--- src/rtl/mem_bus_arbiter_if.sv ---
// Requester-side and memory-side signals of the shared memory port.
// slave: arbiter view; master: requesters plus memory view.
interface mem_bus_arbiter_if #(
  parameter int NUM_REQ    = 4,
  parameter int ADDR_WIDTH = 12,
  parameter int WORD_WIDTH = 32,
  parameter int BLOCK_SIZE = 2
);
  localparam int IW = (NUM_REQ > 1) ? $clog2(NUM_REQ) : 1;
  localparam int BW = BLOCK_SIZE * WORD_WIDTH;

  logic [NUM_REQ-1:0]            req_cs;
  logic [NUM_REQ-1:0]            req_rw;
  logic [NUM_REQ*ADDR_WIDTH-1:0] req_addr;
  logic [NUM_REQ*BW-1:0]         req_wdata;
  logic [NUM_REQ-1:0]            req_ack;
  logic [BW-1:0]                 rsp_data;
  logic [IW-1:0]                 grant_id;
  logic                          busy;
  logic                          mem_cs;
  logic                          mem_rw;
  logic [ADDR_WIDTH-1:0]         mem_addr;
  logic [BW-1:0]                 mem_wdata;
  logic                          mem_ack;
  logic [BW-1:0]                 mem_rdata;

  modport slave (
    input  req_cs, req_rw, req_addr, req_wdata,
    input  mem_ack, mem_rdata,
    output req_ack, rsp_data, grant_id, busy,
    output mem_cs, mem_rw, mem_addr, mem_wdata
  );

  modport master (
    output req_cs, req_rw, req_addr, req_wdata,
    output mem_ack, mem_rdata,
    input  req_ack, rsp_data, grant_id, busy,
    input  mem_cs, mem_rw, mem_addr, mem_wdata
  );
endinterface

--- src/rtl/mem_bus_arbiter.sv ---
// Round-robin arbiter sharing one block memory port among NUM_REQ caches.
// Define MEM_ARB_TIMEOUT_EN to add the WAIT_ACK watchdog and timeout_err.
module mem_bus_arbiter #(
  parameter int NUM_REQ        = 4,
  parameter int ADDR_WIDTH     = 12,
  parameter int WORD_WIDTH     = 32,
  parameter int BLOCK_SIZE     = 2,
  parameter int TIMEOUT_CYCLES = 64
) (
  input  logic clk,
  input  logic rst,
`ifdef MEM_ARB_TIMEOUT_EN
  output logic timeout_err,
`endif
  mem_bus_arbiter_if.slave bus
);
  localparam int IW = (NUM_REQ > 1) ? $clog2(NUM_REQ) : 1;
  localparam int AW = ADDR_WIDTH;
  localparam int BW = BLOCK_SIZE * WORD_WIDTH;

  typedef enum logic [2:0] {
    IDLE, ISSUE, WAIT_ACK, RESPOND, RELEASE
  } state_t;

  state_t             state_q, state_d;
  logic [IW-1:0]      ptr_q, ptr_d;
  logic [IW-1:0]      grant_id_q, grant_id_d;
  logic               busy_q, busy_d;
  logic               rw_q, rw_d;
  logic [AW-1:0]      addr_q, addr_d;
  logic [BW-1:0]      wdata_q, wdata_d;
  logic               mem_cs_q, mem_cs_d;
  logic               mem_rw_q, mem_rw_d;
  logic [AW-1:0]      mem_addr_q, mem_addr_d;
  logic [BW-1:0]      mem_wdata_q, mem_wdata_d;
  logic [BW-1:0]      rsp_q, rsp_d;
  logic [NUM_REQ-1:0] ack_q, ack_d;

`ifdef MEM_ARB_TIMEOUT_EN
  localparam int CW = $clog2(TIMEOUT_CYCLES + 1);
  logic [CW-1:0]      cnt_q, cnt_d;
  logic               to_q, to_d;
`endif

  logic [IW-1:0]      pick;
  logic               sel_rw;
  logic [AW-1:0]      sel_addr;
  logic [BW-1:0]      sel_wdata;
  logic [NUM_REQ-1:0] own_oh;
  logic               own_cs;
  int                 rank;
  int                 best;

  // Lowest rotated distance from ptr wins among pending requesters.
  always_comb begin
    pick      = '0;
    best      = NUM_REQ;
    rank      = 0;
    sel_rw    = 1'b0;
    sel_addr  = '0;
    sel_wdata = '0;
    for (int i = 0; i < NUM_REQ; i++) begin
      rank = i - int'(ptr_q);
      if (rank < 0) rank = rank + NUM_REQ;
      if (bus.req_cs[i] && rank < best) begin
        best = rank;
        pick = IW'(i);
      end
    end
    for (int i = 0; i < NUM_REQ; i++) begin
      if (IW'(i) == pick) begin
        sel_rw    = bus.req_rw[i];
        sel_addr  = bus.req_addr[i*AW +: AW];
        sel_wdata = bus.req_wdata[i*BW +: BW];
      end
    end
  end

  always_comb begin
    own_oh = '0;
    for (int i = 0; i < NUM_REQ; i++) begin
      own_oh[i] = (IW'(i) == grant_id_q);
    end
    own_cs = |(bus.req_cs & own_oh);
  end

  always_comb begin
    state_d     = state_q;
    ptr_d       = ptr_q;
    grant_id_d  = grant_id_q;
    busy_d      = busy_q;
    rw_d        = rw_q;
    addr_d      = addr_q;
    wdata_d     = wdata_q;
    mem_cs_d    = mem_cs_q;
    mem_rw_d    = mem_rw_q;
    mem_addr_d  = mem_addr_q;
    mem_wdata_d = mem_wdata_q;
    rsp_d       = rsp_q;
    ack_d       = ack_q;
`ifdef MEM_ARB_TIMEOUT_EN
    cnt_d       = cnt_q;
    to_d        = to_q;
`endif
    unique case (state_q)
      IDLE: begin
        if (|bus.req_cs) begin
          grant_id_d = pick;
          rw_d       = sel_rw;
          addr_d     = sel_addr;
          wdata_d    = sel_wdata;
          busy_d     = 1'b1;
          state_d    = ISSUE;
        end
      end
      ISSUE: begin
        mem_cs_d    = 1'b1;
        mem_rw_d    = rw_q;
        mem_addr_d  = addr_q;
        mem_wdata_d = wdata_q;
`ifdef MEM_ARB_TIMEOUT_EN
        cnt_d       = '0;
`endif
        state_d     = WAIT_ACK;
      end
      WAIT_ACK: begin
        if (bus.mem_ack) begin
          if (!rw_q) rsp_d = bus.mem_rdata;
          mem_cs_d = 1'b0;
          ack_d    = own_oh;
          state_d  = RESPOND;
        end
`ifdef MEM_ARB_TIMEOUT_EN
        else if (cnt_q == CW'(TIMEOUT_CYCLES - 1)) begin
          mem_cs_d = 1'b0;
          ack_d    = own_oh;
          to_d     = 1'b1;
          state_d  = RESPOND;
        end else begin
          cnt_d = cnt_q + 1'b1;
        end
`endif
      end
      RESPOND: begin
        ack_d = '0;
`ifdef MEM_ARB_TIMEOUT_EN
        to_d  = 1'b0;
`endif
        if (grant_id_q == IW'(NUM_REQ - 1)) ptr_d = '0;
        else ptr_d = grant_id_q + 1'b1;
        state_d = RELEASE;
      end
      RELEASE: begin
        // Wait out a lingering mem_ack and the owner's req_cs.
        if (!bus.mem_ack && !own_cs) begin
          busy_d  = 1'b0;
          state_d = IDLE;
        end
      end
      default: state_d = IDLE;
    endcase
  end

  always_ff @(posedge clk or posedge rst) begin
    if (rst) begin
      state_q     <= IDLE;
      ptr_q       <= '0;
      grant_id_q  <= '0;
      busy_q      <= 1'b0;
      rw_q        <= 1'b0;
      addr_q      <= '0;
      wdata_q     <= '0;
      mem_cs_q    <= 1'b0;
      mem_rw_q    <= 1'b0;
      mem_addr_q  <= '0;
      mem_wdata_q <= '0;
      rsp_q       <= '0;
      ack_q       <= '0;
`ifdef MEM_ARB_TIMEOUT_EN
      cnt_q       <= '0;
      to_q        <= 1'b0;
`endif
    end else begin
      state_q     <= state_d;
      ptr_q       <= ptr_d;
      grant_id_q  <= grant_id_d;
      busy_q      <= busy_d;
      rw_q        <= rw_d;
      addr_q      <= addr_d;
      wdata_q     <= wdata_d;
      mem_cs_q    <= mem_cs_d;
      mem_rw_q    <= mem_rw_d;
      mem_addr_q  <= mem_addr_d;
      mem_wdata_q <= mem_wdata_d;
      rsp_q       <= rsp_d;
      ack_q       <= ack_d;
`ifdef MEM_ARB_TIMEOUT_EN
      cnt_q       <= cnt_d;
      to_q        <= to_d;
`endif
    end
  end

  assign bus.req_ack   = ack_q;
  assign bus.rsp_data  = rsp_q;
  assign bus.grant_id  = grant_id_q;
  assign bus.busy      = busy_q;
  assign bus.mem_cs    = mem_cs_q;
  assign bus.mem_rw    = mem_rw_q;
  assign bus.mem_addr  = mem_addr_q;
  assign bus.mem_wdata = mem_wdata_q;
`ifdef MEM_ARB_TIMEOUT_EN
  assign timeout_err   = to_q;
`endif
endmodule

--- src/flat_wrapper.sv ---
// flat-port wrapper written by rule: the top's interface ports become plain ports
module mem_bus_arbiter_flat 
#(
  parameter int NUM_REQ        = 4,
  parameter int ADDR_WIDTH     = 12,
  parameter int WORD_WIDTH     = 32,
  parameter int BLOCK_SIZE     = 2,
  parameter int TIMEOUT_CYCLES = 64
)
  (clk, rst, bus_req_cs, bus_req_rw, bus_req_addr, bus_req_wdata, bus_mem_ack, bus_mem_rdata, bus_req_ack, bus_rsp_data, bus_grant_id, bus_busy, bus_mem_cs, bus_mem_rw, bus_mem_addr, bus_mem_wdata);
  mem_bus_arbiter_if #(.NUM_REQ(NUM_REQ), .ADDR_WIDTH(ADDR_WIDTH), .WORD_WIDTH(WORD_WIDTH), .BLOCK_SIZE(BLOCK_SIZE)) bus_i ();
  input  logic clk;
  input  logic rst;
  input wire logic [$bits(bus_i.req_cs)-1:0] bus_req_cs;
  input wire logic [$bits(bus_i.req_rw)-1:0] bus_req_rw;
  input wire logic [$bits(bus_i.req_addr)-1:0] bus_req_addr;
  input wire logic [$bits(bus_i.req_wdata)-1:0] bus_req_wdata;
  input wire logic [$bits(bus_i.mem_ack)-1:0] bus_mem_ack;
  input wire logic [$bits(bus_i.mem_rdata)-1:0] bus_mem_rdata;
  output wire logic [$bits(bus_i.req_ack)-1:0] bus_req_ack;
  output wire logic [$bits(bus_i.rsp_data)-1:0] bus_rsp_data;
  output wire logic [$bits(bus_i.grant_id)-1:0] bus_grant_id;
  output wire logic [$bits(bus_i.busy)-1:0] bus_busy;
  output wire logic [$bits(bus_i.mem_cs)-1:0] bus_mem_cs;
  output wire logic [$bits(bus_i.mem_rw)-1:0] bus_mem_rw;
  output wire logic [$bits(bus_i.mem_addr)-1:0] bus_mem_addr;
  output wire logic [$bits(bus_i.mem_wdata)-1:0] bus_mem_wdata;
  assign bus_i.req_cs = bus_req_cs;
  assign bus_i.req_rw = bus_req_rw;
  assign bus_i.req_addr = bus_req_addr;
  assign bus_i.req_wdata = bus_req_wdata;
  assign bus_i.mem_ack = bus_mem_ack;
  assign bus_i.mem_rdata = bus_mem_rdata;
  assign bus_req_ack = bus_i.req_ack;
  assign bus_rsp_data = bus_i.rsp_data;
  assign bus_grant_id = bus_i.grant_id;
  assign bus_busy = bus_i.busy;
  assign bus_mem_cs = bus_i.mem_cs;
  assign bus_mem_rw = bus_i.mem_rw;
  assign bus_mem_addr = bus_i.mem_addr;
  assign bus_mem_wdata = bus_i.mem_wdata;
  mem_bus_arbiter #(.NUM_REQ(NUM_REQ), .ADDR_WIDTH(ADDR_WIDTH), .WORD_WIDTH(WORD_WIDTH), .BLOCK_SIZE(BLOCK_SIZE), .TIMEOUT_CYCLES(TIMEOUT_CYCLES)) u_core (.clk(clk), .rst(rst), .bus(bus_i));
endmodule
--- config.mk ---
export PLATFORM = sky130hd
export DESIGN_NAME = mem_bus_arbiter_flat
export DESIGN_NICKNAME = d
export VERILOG_FILES = /design/src/rtl/mem_bus_arbiter_if.sv /design/src/rtl/mem_bus_arbiter.sv /design/src/flat_wrapper.sv
export SDC_FILE = /design/constraint.sdc
export NUM_CORES = 1
export LEC_CHECK = 0
export BUFFER_PORTS_ARGS = -buffer_cell sky130_fd_sc_hd__buf_4
export CAP_MARGIN = 0
export CORE_AREA = 10 10 198 200
export CTS_BUF_LIST = sky130_fd_sc_hd__clkbuf_2
export CTS_CLUSTER_SIZE = 24
export DETAILED_ROUTE_END_ITERATION = 8
export DIE_AREA = 0 0 208 210
export HOLD_SLACK_MARGIN = 0.05
export RECOVER_POWER = 100
export SLEW_MARGIN = 20
export SYNTH_ARGS = -nofsm -noshare
export SYNTH_HDL_FRONTEND = slang
export SYNTH_SLANG_ARGS = --single-unit
export TNS_END_PERCENT = 50
--- constraint.sdc ---
create_clock -name clk -period 8.1 [get_ports clk]
set_input_delay 0 -clock clk [delete_from_list [all_inputs] [get_ports clk]]
set_output_delay 0 -clock clk [all_outputs]
set_load 0.03 [all_outputs]
==> flow_metrics.tcl, run 1 <==
set metrics [dict create \
    wire_per_inst_um 21.7 \
    io-pin-count 528 \
    p_per_area_nw_per_um2 353 \
    irDropWorstVdd_mv 0.207 \
    htree_levels 3 \
    grt_overflow_total 0 \
    maxCapViolCount 6 \
    dieArea_um2 43700 \
    synth-edff-count 0 \
    clk_path_buf_depth 3 \
    cp-end-kind "register" \
    drive_gt1_frac 0.290 \
    avgSynthCellArea_um2 10.7 \
    port_buffers 527 \
    async_reset_ff_frac 1.00 \
    antenna_found_initial 5 \
    hold_ws_ns 0.149 \
    critPathLaunchType "register" \
    crit_type "reg -> reg" \
    netlist_top_cells_area "dfrtp_1 (47%), mux2_4 (7.4%), o211ai_1 (7.3%)" \
    netlist_area_um2 12200 \
    status "finished with violations" \
    tightestPinTransition_ns 4.71 \
    antenna_left 0 \
    fin_crit_sh 0.809 \
    worst_slack_ns 1.54 \
    rsz0062_at_grt "no" \
    synth_top_cell_area_share 0.473 \
    hp-class "in -> reg" \
    gp_congestion 0.875 \
    cts_root_buf "clkbuf_2" \
    place_inst 2031 \
    fin_nets 2426 \
    cts_buffers 66 \
    internal-power_uw 3770 \
    power.clock.fraction 0.117 \
    worstPathRequired_ns 8.81 \
    track_usage 0.244 \
    power.static_leakage_uw 0.00874 \
    max_freq_mhz 153 \
    post-route-drc-count 0 \
    final_cells 2548 \
    area_delta_synth_final_pct 64.7 \
    arrival_ns 7.27 \
    fin_crit_ns 6.56 \
    vias 13000 \
    fillers 3210 \
    power_uw 7100 \
    fp-row-count 69 \
    yosys_warnings 0 \
    drt_iter0_markers 778 \
    setup_viol 0 \
    ys_types 57 \
    relSlewSlack -2.16 \
    dp_slack_ns 2.31 \
    power_switching_uw 3330 \
    clkTransAtPathRegs_ns 0.10 \
    dr.pass1.iters 5 \
    start_util 0.347 \
    hpwlAfterDp_um 36700 \
    sw_frac_of_total 0.469 \
    fp.coreArea_um2 35200 \
    synth_area_leader_cell "dfrtp_1" \
    yosysSeqAreaShare 0.473 \
    violations "capacitance limit, slew limit" \
    tritoncts "done" \
    wl_um 55200 \
    synth_seq_cells 231 \
    finalHoldViolations 0 \
    netlist_instances 1138 \
    combPwrFrac 0.588 \
    grt_pass1_vias 14400 \
    worstSkewPairLatency_ns 0.84 \
    critPathMaxFanout 40 \
    synthesis.nets 1523 \
    reg2reg_slack_ns 1.54 \
    vias_per_cell 5.12 \
    skew_ns 0.0904 \
    grt_max_degree 103 \
    fin_setup_tns_ns 0 \
    seqPwrFrac 0.295 \
    slew_violations 377 \
    grt_pass1_wl_um 85100 \
    clock_sinks 231 \
    die_w_um 208 \
    die_h_um 210 \
    synth-main-ff-cell "dfrtp_1" \
]
## kinds of logic after synthesis
logic type,after synthesis,synth area share
mux,142,0.149
flops,231,0.473
fa+ha+maj,6,0.00615
simple gates,241,0.105
compound gates,339,0.198
buf+inv,177,0.0671
xor+xnor,2,0.00143
## state kept, by name, summed over array words and instances, names as in the netlist
name,count
u_core.addr_q,12
u_core.bus.busy,1
u_core.bus.grant_id,2
u_core.bus.mem_addr,12
u_core.bus.mem_cs,1
u_core.bus.mem_rw,1
u_core.bus.mem_wdata,64
u_core.bus.req_ack,4
u_core.bus.rsp_data,64
u_core.ptr_q,2
u_core.rw_q,1
u_core.state_q,3
u_core.wdata_q,64
## final timing paths
check                                          startpoint                                    to  cells after the start
setup reg to reg              u_core.ptr_q[0]$_DFFE_PP0P_        u_core.wdata_q[28]$_DFFE_PP0P_                     15
max in group asynchronous                             rst  u_core.bus.mem_wdata[26]$_DFFE_PP0P_                      5
setup / recovery              u_core.ptr_q[0]$_DFFE_PP0P_        u_core.wdata_q[28]$_DFFE_PP0P_                     15
min in group asynchronous                             rst   u_core.bus.rsp_data[54]$_DFFE_PP0P_                      4
hold reg to reg            u_core.wdata_q[22]$_DFFE_PP0P_  u_core.bus.mem_wdata[22]$_DFFE_PP0P_                      1
hold / removal                          bus_req_wdata[43]        u_core.wdata_q[43]$_DFFE_PP0P_                      5
## synth_stat cells (2+ instances only)
cell / number
dfrtp_1: 231
o211ai_1: 118
nor2_1: 86
mux2_2: 78
inv_1: 66
a31oi_1: 60
mux2_4: 60
nand2b_1: 60
nand4_1: 59
clkbuf_1: 55
o21ai_0: 52
buf_2: 26
o21ai_1: 25
a22o_1: 18
a21oi_1: 13
buf_6: 12
nand2_1: 11
a21oi_2: 10
a221oi_2: 10
buf_4: 8
buf_1: 7
ha_1: 6
a221oi_1: 5
nand3_1: 5
nor2b_1: 5
nor3_1: 5
mux2_1: 4
a32o_1: 3
o311ai_1: 3
a211oi_4: 2
and2_1: 2
clkbuf_2: 2
nor4_2: 2
o21a_1: 2
o21a_2: 2
o22ai_1: 2
o31ai_1: 2
xnor2_1: 2
## cell type report
| class | instances | area [µm²] | share of cell area |
|---|---|---|---|
| Multi-Input combinational cell | 730 | 5420 | 0.270 |
| Clock inverter | 11 | 41.3 | 0.00205 |
| Tap cell | 461 | 577 | 0.0287 |
| Sequential cell | 231 | 5780 | 0.287 |
| Inverter | 67 | 253 | 0.0126 |
| Antenna cell | 5 | 12.5 | 0.000622 |
| Clock buffer | 98 | 490 | 0.0244 |
| Timing Repair Buffer | 945 | 7530 | 0.374 |
## per-stage QoR
stage	area [µm²]	util
3_3_place_gp	16300	0.464
6_report	20100	0.571
5_1_grt	20100	0.571
2_1_floorplan	12200	-
3_5_place_dp	16300	0.464
4_1_cts	20900	0.594
## worst max-delay path, cell delays in order (launching register included)
cell and delay (ns):
dfrtp_1 0.51, nor2b_1 0.21, a32oi_1 0.25, ha_1 0.28, o22ai_1 0.16, o21ai_4 0.87, buf_4 0.48, nor2_1 0.09
a21o_1 0.16, ha_1 0.22, nor3b_2 0.41, o21a_1 1.14, buf_4 0.54, nor3_1 0.13, o311ai_0 0.35, dlygate4sd3_1 0.61
## placed cells by master, fill, tap and decap left out, types with 2 or more instances in the layout
cell type,instances
dlygate4sd3_1,403
buf_4,388
dfrtp_1,231
clkbuf_1,152
o211ai_1,118
clkbuf_2,99
nor2_1,86
mux2_2,78
o21ai_0,72
inv_1,65
mux2_1,62
nand2b_1,60
a31oi_1,60
nand4_1,59
a22o_1,18
a21oi_1,13
nand2_1,10
a221oi_2,10
a21oi_2,10
clkinv_1,9
ha_1,6
diode_2,5
nor2b_1,5
nor3_1,5
a221oi_1,5
nand3_1,5
o21ai_1,4
inv_2,3
a32o_1,3
o311ai_0,3
mux2_4,2
o21ai_4,2
o22ai_1,2
o21a_1,2
xnor2_1,2
o31ai_1,2
a211oi_4,2
## routing by layer
layer,wire (µm),track usage,vias up,share of wire
met5,0,0,-,0
met4,1540,0.0790,0,0.028
met3,4130,0.0721,88,0.075
met2,27200,0.416,547,0.49
met1,22300,0.290,6368,0.40
li1,-,-,6035,-
## repair_timing
action / in CTS / in global routing
endpoints found under the hold margin: 258 / 0
buffers inserted: 0 / 0
resized for setup: 0 / 0
setup endpoints to repair: 0 / 0
hold buffers: 403 / 0
## power groups by stage
stage          clock network, µW  registers, µW  logic, µW
5_1_grt                      925           2170       4500
4_1_cts                      850           2090       4590
3_3_place_gp                   0           2080       3910
3_5_place_dp                   0           2110       3950
2_1_floorplan                  0           2760       1920
6_report                     830           2100       4170
Power figures use the tool's default switching activity.
==> run 2, diff against run 1 <==
--- a/config.mk
+++ b/config.mk
@@ -5,6 +5,7 @@
 export SDC_FILE = /design/constraint.sdc
 export NUM_CORES = 1
 export LEC_CHECK = 0
+export ABC_AREA = 1
 export BUFFER_PORTS_ARGS = -buffer_cell sky130_fd_sc_hd__buf_4
 export CAP_MARGIN = 0
 export CORE_AREA = 10 10 198 200
==> constraint.sdc (replaced) <==
create_clock -name clk -period 6.05 [get_ports clk]
set_input_delay 0 -clock clk [delete_from_list [all_inputs] [get_ports clk]]
set_output_delay 0 -clock clk [all_outputs]
set_load 0.03 [all_outputs]
==> run 2 against run 1 <==
  * Synthesized cell count increased by 14%
  * The run now fails in 4_1_cts
  * Synthesized area decreased by 7.7%
==> flow_metrics.tcl, run 2 <==
set metrics [dict create \
    status "stopped before the end" \
    stop_stage "4_1_cts" \
    error "[ERROR RSZ-0060] Max buffer count reached." \
    synth-edff-count 0 \
    synth_seq_cells 231 \
    die_w_um 208 \
    async_reset_ff_frac 1.00 \
    cts_buffers 61 \
    cts_root_buf "clkbuf_2" \
    ys_types 30 \
    htree_levels 2 \
    yosys_warnings 0 \
    dp_slack_ns 1.15 \
    io-pin-count 528 \
    synth_top_cell_area_share 0.513 \
    post_cts.repair.setup_buffers 0 \
    avgSynthCellArea_um2 8.66 \
    place_inst 2216 \
    yosysSeqAreaShare 0.513 \
    synth-main-ff-cell "dfrtp_1" \
    synthesis.nets 1687 \
    fp-row-count 69 \
    hpwlAfterDp_um 35300 \
    ys_top_cells_by_count "nand2_1 (244), dfrtp_1 (231), nor2_1 (205), o21ai_0 (127), mux2_2 (106)" \
    yosysMostFrequentCell "nand2_1" \
    die_h_um 210 \
    port_buffers 527 \
    gp_congestion 0.872 \
    synth_area_leader_cell "dfrtp_1" \
    cts_hold_buffers 465 \
    start_util 0.320 \
    clock_sinks 231 \
    clk_path_buf_depth 3 \
    cts_resized 0 \
    netlist_top_cells_area "dfrtp_1 (51%), mux2_2 (11%), nand2_1 (8.1%)" \
    netlist_area_um2 11300 \
    netlist_instances 1302 \
]
run 2: cell count changes after synthesis, moves of 18 or more:
cell,previous run,this run
a22o_1,18,0
nand3_1,5,74
a31oi_1,60,1
o21ai_0,52,127
mux2_2,78,106
a21oi_1,13,36
nand2b_1,60,0
nor2_1,86,205
nand2_1,11,244
mux2_4,60,0
o211ai_1,118,12
inv_1,66,91
run 2: cell families after synthesis:
logic type	Yosys count	synth area share
AO/OA/AOI/OAI	196	0.0904
multiplexers	106	0.106
AND/OR/NAND/NOR	583	0.218
flip-flops	231	0.513
adder cells (fa/ha/maj)	6	0.00666
buffers and inverters	179	0.0659
XOR/XNOR	1	0.000777
run 2: through the flow:
stage / util / instance area, µm²
after floorplan: - / 11300
after global placement: 0.441 / 15500
after detailed placement: 0.441 / 15500
==> run 3, diff against run 2 <==
--- a/config.mk
+++ b/config.mk
@@ -8,12 +8,10 @@
 export ABC_AREA = 1
 export BUFFER_PORTS_ARGS = -buffer_cell sky130_fd_sc_hd__buf_4
 export CAP_MARGIN = 0
-export CORE_AREA = 10 10 198 200
-export CTS_BUF_LIST = sky130_fd_sc_hd__clkbuf_2
-export CTS_CLUSTER_SIZE = 24
+export CORE_AREA = 10 10 195 197
 export DETAILED_ROUTE_END_ITERATION = 8
-export DIE_AREA = 0 0 208 210
-export HOLD_SLACK_MARGIN = 0.05
+export DIE_AREA = 0 0 205 207
+export PLACE_DENSITY_LB_ADDON = 0.15
 export RECOVER_POWER = 100
 export SLEW_MARGIN = 20
 export SYNTH_ARGS = -nofsm -noshare
==> run 3 against run 2 <==
  * The flow now finishes, with violations (capacitance limit, slew limit)
  * Synthesized area did not move
  * Synthesized cell count is the same
==> flow_metrics.tcl, run 3 <==
set metrics [dict create \
    synthesis.nets 1687 \
    avgSynthCellArea_um2 8.66 \
    gp_congestion 0.843 \
    yosys_warnings 0 \
    area_delta_synth_final_pct 65.4 \
    async_reset_ff_frac 1.00 \
    finish.utilization 0.547 \
    highest_layer "met4" \
    setup_viol 0 \
    final_cell_mix "buf_4 (385), dlygate4sd3_1 (281), nand2_1 (241)" \
    wl_met1_um 18800 \
    dieArea_um2 42400 \
    irDropWorstVdd_mv 0.237 \
    synth_area_leader_cell "dfrtp_1" \
    p_per_area_nw_per_um2 545 \
    netlist_top_cells_area "dfrtp_1 (51%), mux2_2 (11%), nand2_1 (8.1%)" \
    yosysSeqAreaShare 0.513 \
    finalHoldViolations 0 \
    die_h_um 207 \
    rr_worst_depth 23 \
    yosysMostFrequentCell "nand2_1" \
    io-pin-count 528 \
    antenna_found_initial 2 \
    hold_depth 5 \
    dr.pass1.iters 6 \
    violations "capacitance limit, slew limit" \
    tightestPinTransition_ns 4.01 \
    ys_top_cells_by_count "nand2_1 (244), dfrtp_1 (231), nor2_1 (205), o21ai_0 (127), mux2_2 (106)" \
    power_uw 10200 \
    path_buf_inv 5 \
    skew_ns 0.0125 \
    holdPathEnd "u_core.state_q[0]$_DFFE_PP0P_" \
    grt_max_degree 124 \
    fin_crit_ns 5.40 \
    relSlewSlack -1.67 \
    regArea_um2 5780 \
    worstHoldStart "bus_req_cs[3]" \
    synth-edff-count 0 \
    crit_type "reg -> reg" \
    slew_violations 418 \
    hp-class "in -> reg" \
    worstPathRequired_ns 6.45 \
    netlist_area_um2 11300 \
    wire_per_inst_um 19.1 \
    fp.coreArea_um2 34100 \
    cts_root_buf "clkbuf_16" \
    synth-main-ff-cell "dfrtp_1" \
    reg2reg_slack_ns 0.65 \
    cts_buffers 27 \
    tritoncts "done" \
    htree_levels 1 \
    fillers 3286 \
    met3WireLength_um 4100 \
    post-route-drc-count 0 \
    rsz0062_at_grt "no" \
    vias_per_cell 4.82 \
    cts_resized 0 \
    timing.rr.end "u_core.wdata_q[8]$_DFFE_PP0P_" \
    critPathLaunchType "register" \
    arrival_ns 5.80 \
    fp-row-count 68 \
    maxCapViolCount 6 \
    status "finished with violations" \
    ys_types 30 \
    cp_slowest_cell "nand2_2" \
    drt_iter0_markers 725 \
    netlist_instances 1302 \
    grt_pass1_wl_um 74500 \
    track_usage 0.219 \
    synth_seq_cells 231 \
    met2_length_um 23800 \
    port_buffers 527 \
    antenna_left 0 \
    fin_setup_tns_ns 0 \
    vias 12200 \
    start_util 0.330 \
    path_cells "inv_1, o21ai_1, nand2_2, o21ai_0, ha_1, inv_1, nor2_1, nand2_1, nand3_4, nand2_1, o21ai_0, ha_1, inv_1, nor2_1, nand2_2, nand3_4, nand2_2, a21oi_1, nand2_1, dlygate4sd3_1, nand2_1, dlygate4sd3_1, o21ai_0" \
    die_w_um 205 \
    worstSkewPairLatency_ns 0.53 \
    cpPeakStageDelay_ns 0.65 \
    power.static_leakage_uw 0.00881 \
    crit_family "simple AND/OR/NAND/NOR gates" \
    wl_um 48500 \
    grt_pass1_vias 12900 \
    drive_gt1_frac 0.263 \
    synth_top_cell_area_share 0.513 \
    critPathMaxFanout 37 \
    post_cts.repair.setup_buffers 0 \
    fin_nets 2451 \
    multi_input_area_um2 4760 \
    clkTransAtPathRegs_ns 0.06 \
    clock_sinks 231 \
    crit_top_cell "nand2_1" \
    clk_path_buf_depth 3 \
    worstReg2RegStart "u_core.ptr_q[0]$_DFFE_PP0P_" \
    mostFrequentLayoutCell "buf_4" \
    max_freq_mhz 185 \
    grt_overflow_total 0 \
    fin_crit_sh 0.893 \
    hpwlAfterDp_um 34300 \
    cp-end-kind "register" \
]
-- run 3: power by group --
group | switching (µW) | internal, µW
combinational | 3610 | 2250
clock | 643 | 974
sequential | 358 | 2340
-- run 3: metal layers --
| layer | vias up | global-route usage |
|---|---|---|
| met2 | 476 | 0.378 |
| li1 | 5815 | - |
| met3 | 89 | 0.0618 |
| met4 | 0 | 0.0890 |
| met1 | 5866 | 0.248 |
| met5 | - | 0 |
-- run 3: kinds of logic after synthesis --
| kind of cell | synth area share |
|---|---|
| simple gates | 0.218 |
| flops | 0.513 |
| compound gates | 0.0904 |
| buf+inv | 0.0659 |
| mux | 0.106 |
| fa+ha+maj | 0.00666 |
| xor+xnor | 0.000777 |
-- run 3: stage by stage --
step	setup WS (ns)	area [µm²]	hold slack, ns	instances
floorplan	2.64	11300	0.151	1302
global placement	1.53	15500	0.192	2211
detailed placement	1.45	15500	0.192	2211
CTS	0.601	19200	0.161	2540
global route	0.0889	18600	0.236	2542
finish	0.650	18600	0.172	2542
-- run 3: how the worst max path moves through the flow --
stage / startpoint / end / slack (ns) / cells past startpoint
4_1_cts: u_core.ptr_q[0]$_DFFE_PP0P_ / u_core.wdata_q[8]$_DFFE_PP0P_ / 0.60 / 23
3_3_place_gp: u_core.ptr_q[0]$_DFFE_PP0P_ / u_core.wdata_q[0]$_DFFE_PP0P_ / 1.53 / 21
3_5_place_dp: u_core.ptr_q[0]$_DFFE_PP0P_ / u_core.addr_q[6]$_DFFE_PP0P_ / 1.45 / 21
2_1_floorplan: u_core.ptr_q[0]$_DFFE_PP0P_ / u_core.wdata_q[26]$_DFFE_PP0P_ / 2.64 / 24
6_report: u_core.ptr_q[0]$_DFFE_PP0P_ / u_core.wdata_q[8]$_DFFE_PP0P_ / 0.65 / 23
5_1_grt: u_core.ptr_q[0]$_DFFE_PP0P_ / u_core.wdata_q[61]$_DFFE_PP0P_ / 0.09 / 24
-- run 3: worst register-to-register path: cells and delay by family (launching register included) --
kind,cells,cell delay (ns)
AO/OA/AOI/OAI,5,0.99
adder cells (fa/ha/maj),2,0.56
buffers and inverters,5,1.28
flip-flops,1,0.37
AND/OR/NAND/NOR,11,2.08
-- run 3: final cells by class --
type                            instances  area share
Timing Repair Buffer                  820       0.337
Sequential cell                       231       0.310
Clock inverter                         11     0.00597
Clock buffer                           37      0.0415
Tap cell                              455      0.0305
Multi-Input combinational cell        892       0.255
Inverter                               94      0.0193
Antenna cell                            2    0.000268
-- run 3: repair_timing --
| action | 4_1_cts | 5_1_grt |
|---|---|---|
| setup endpoints to repair | 0 | 0 |
| hold buffers | 281 | 0 |
| endpoints found under the hold margin | 179 | 0 |
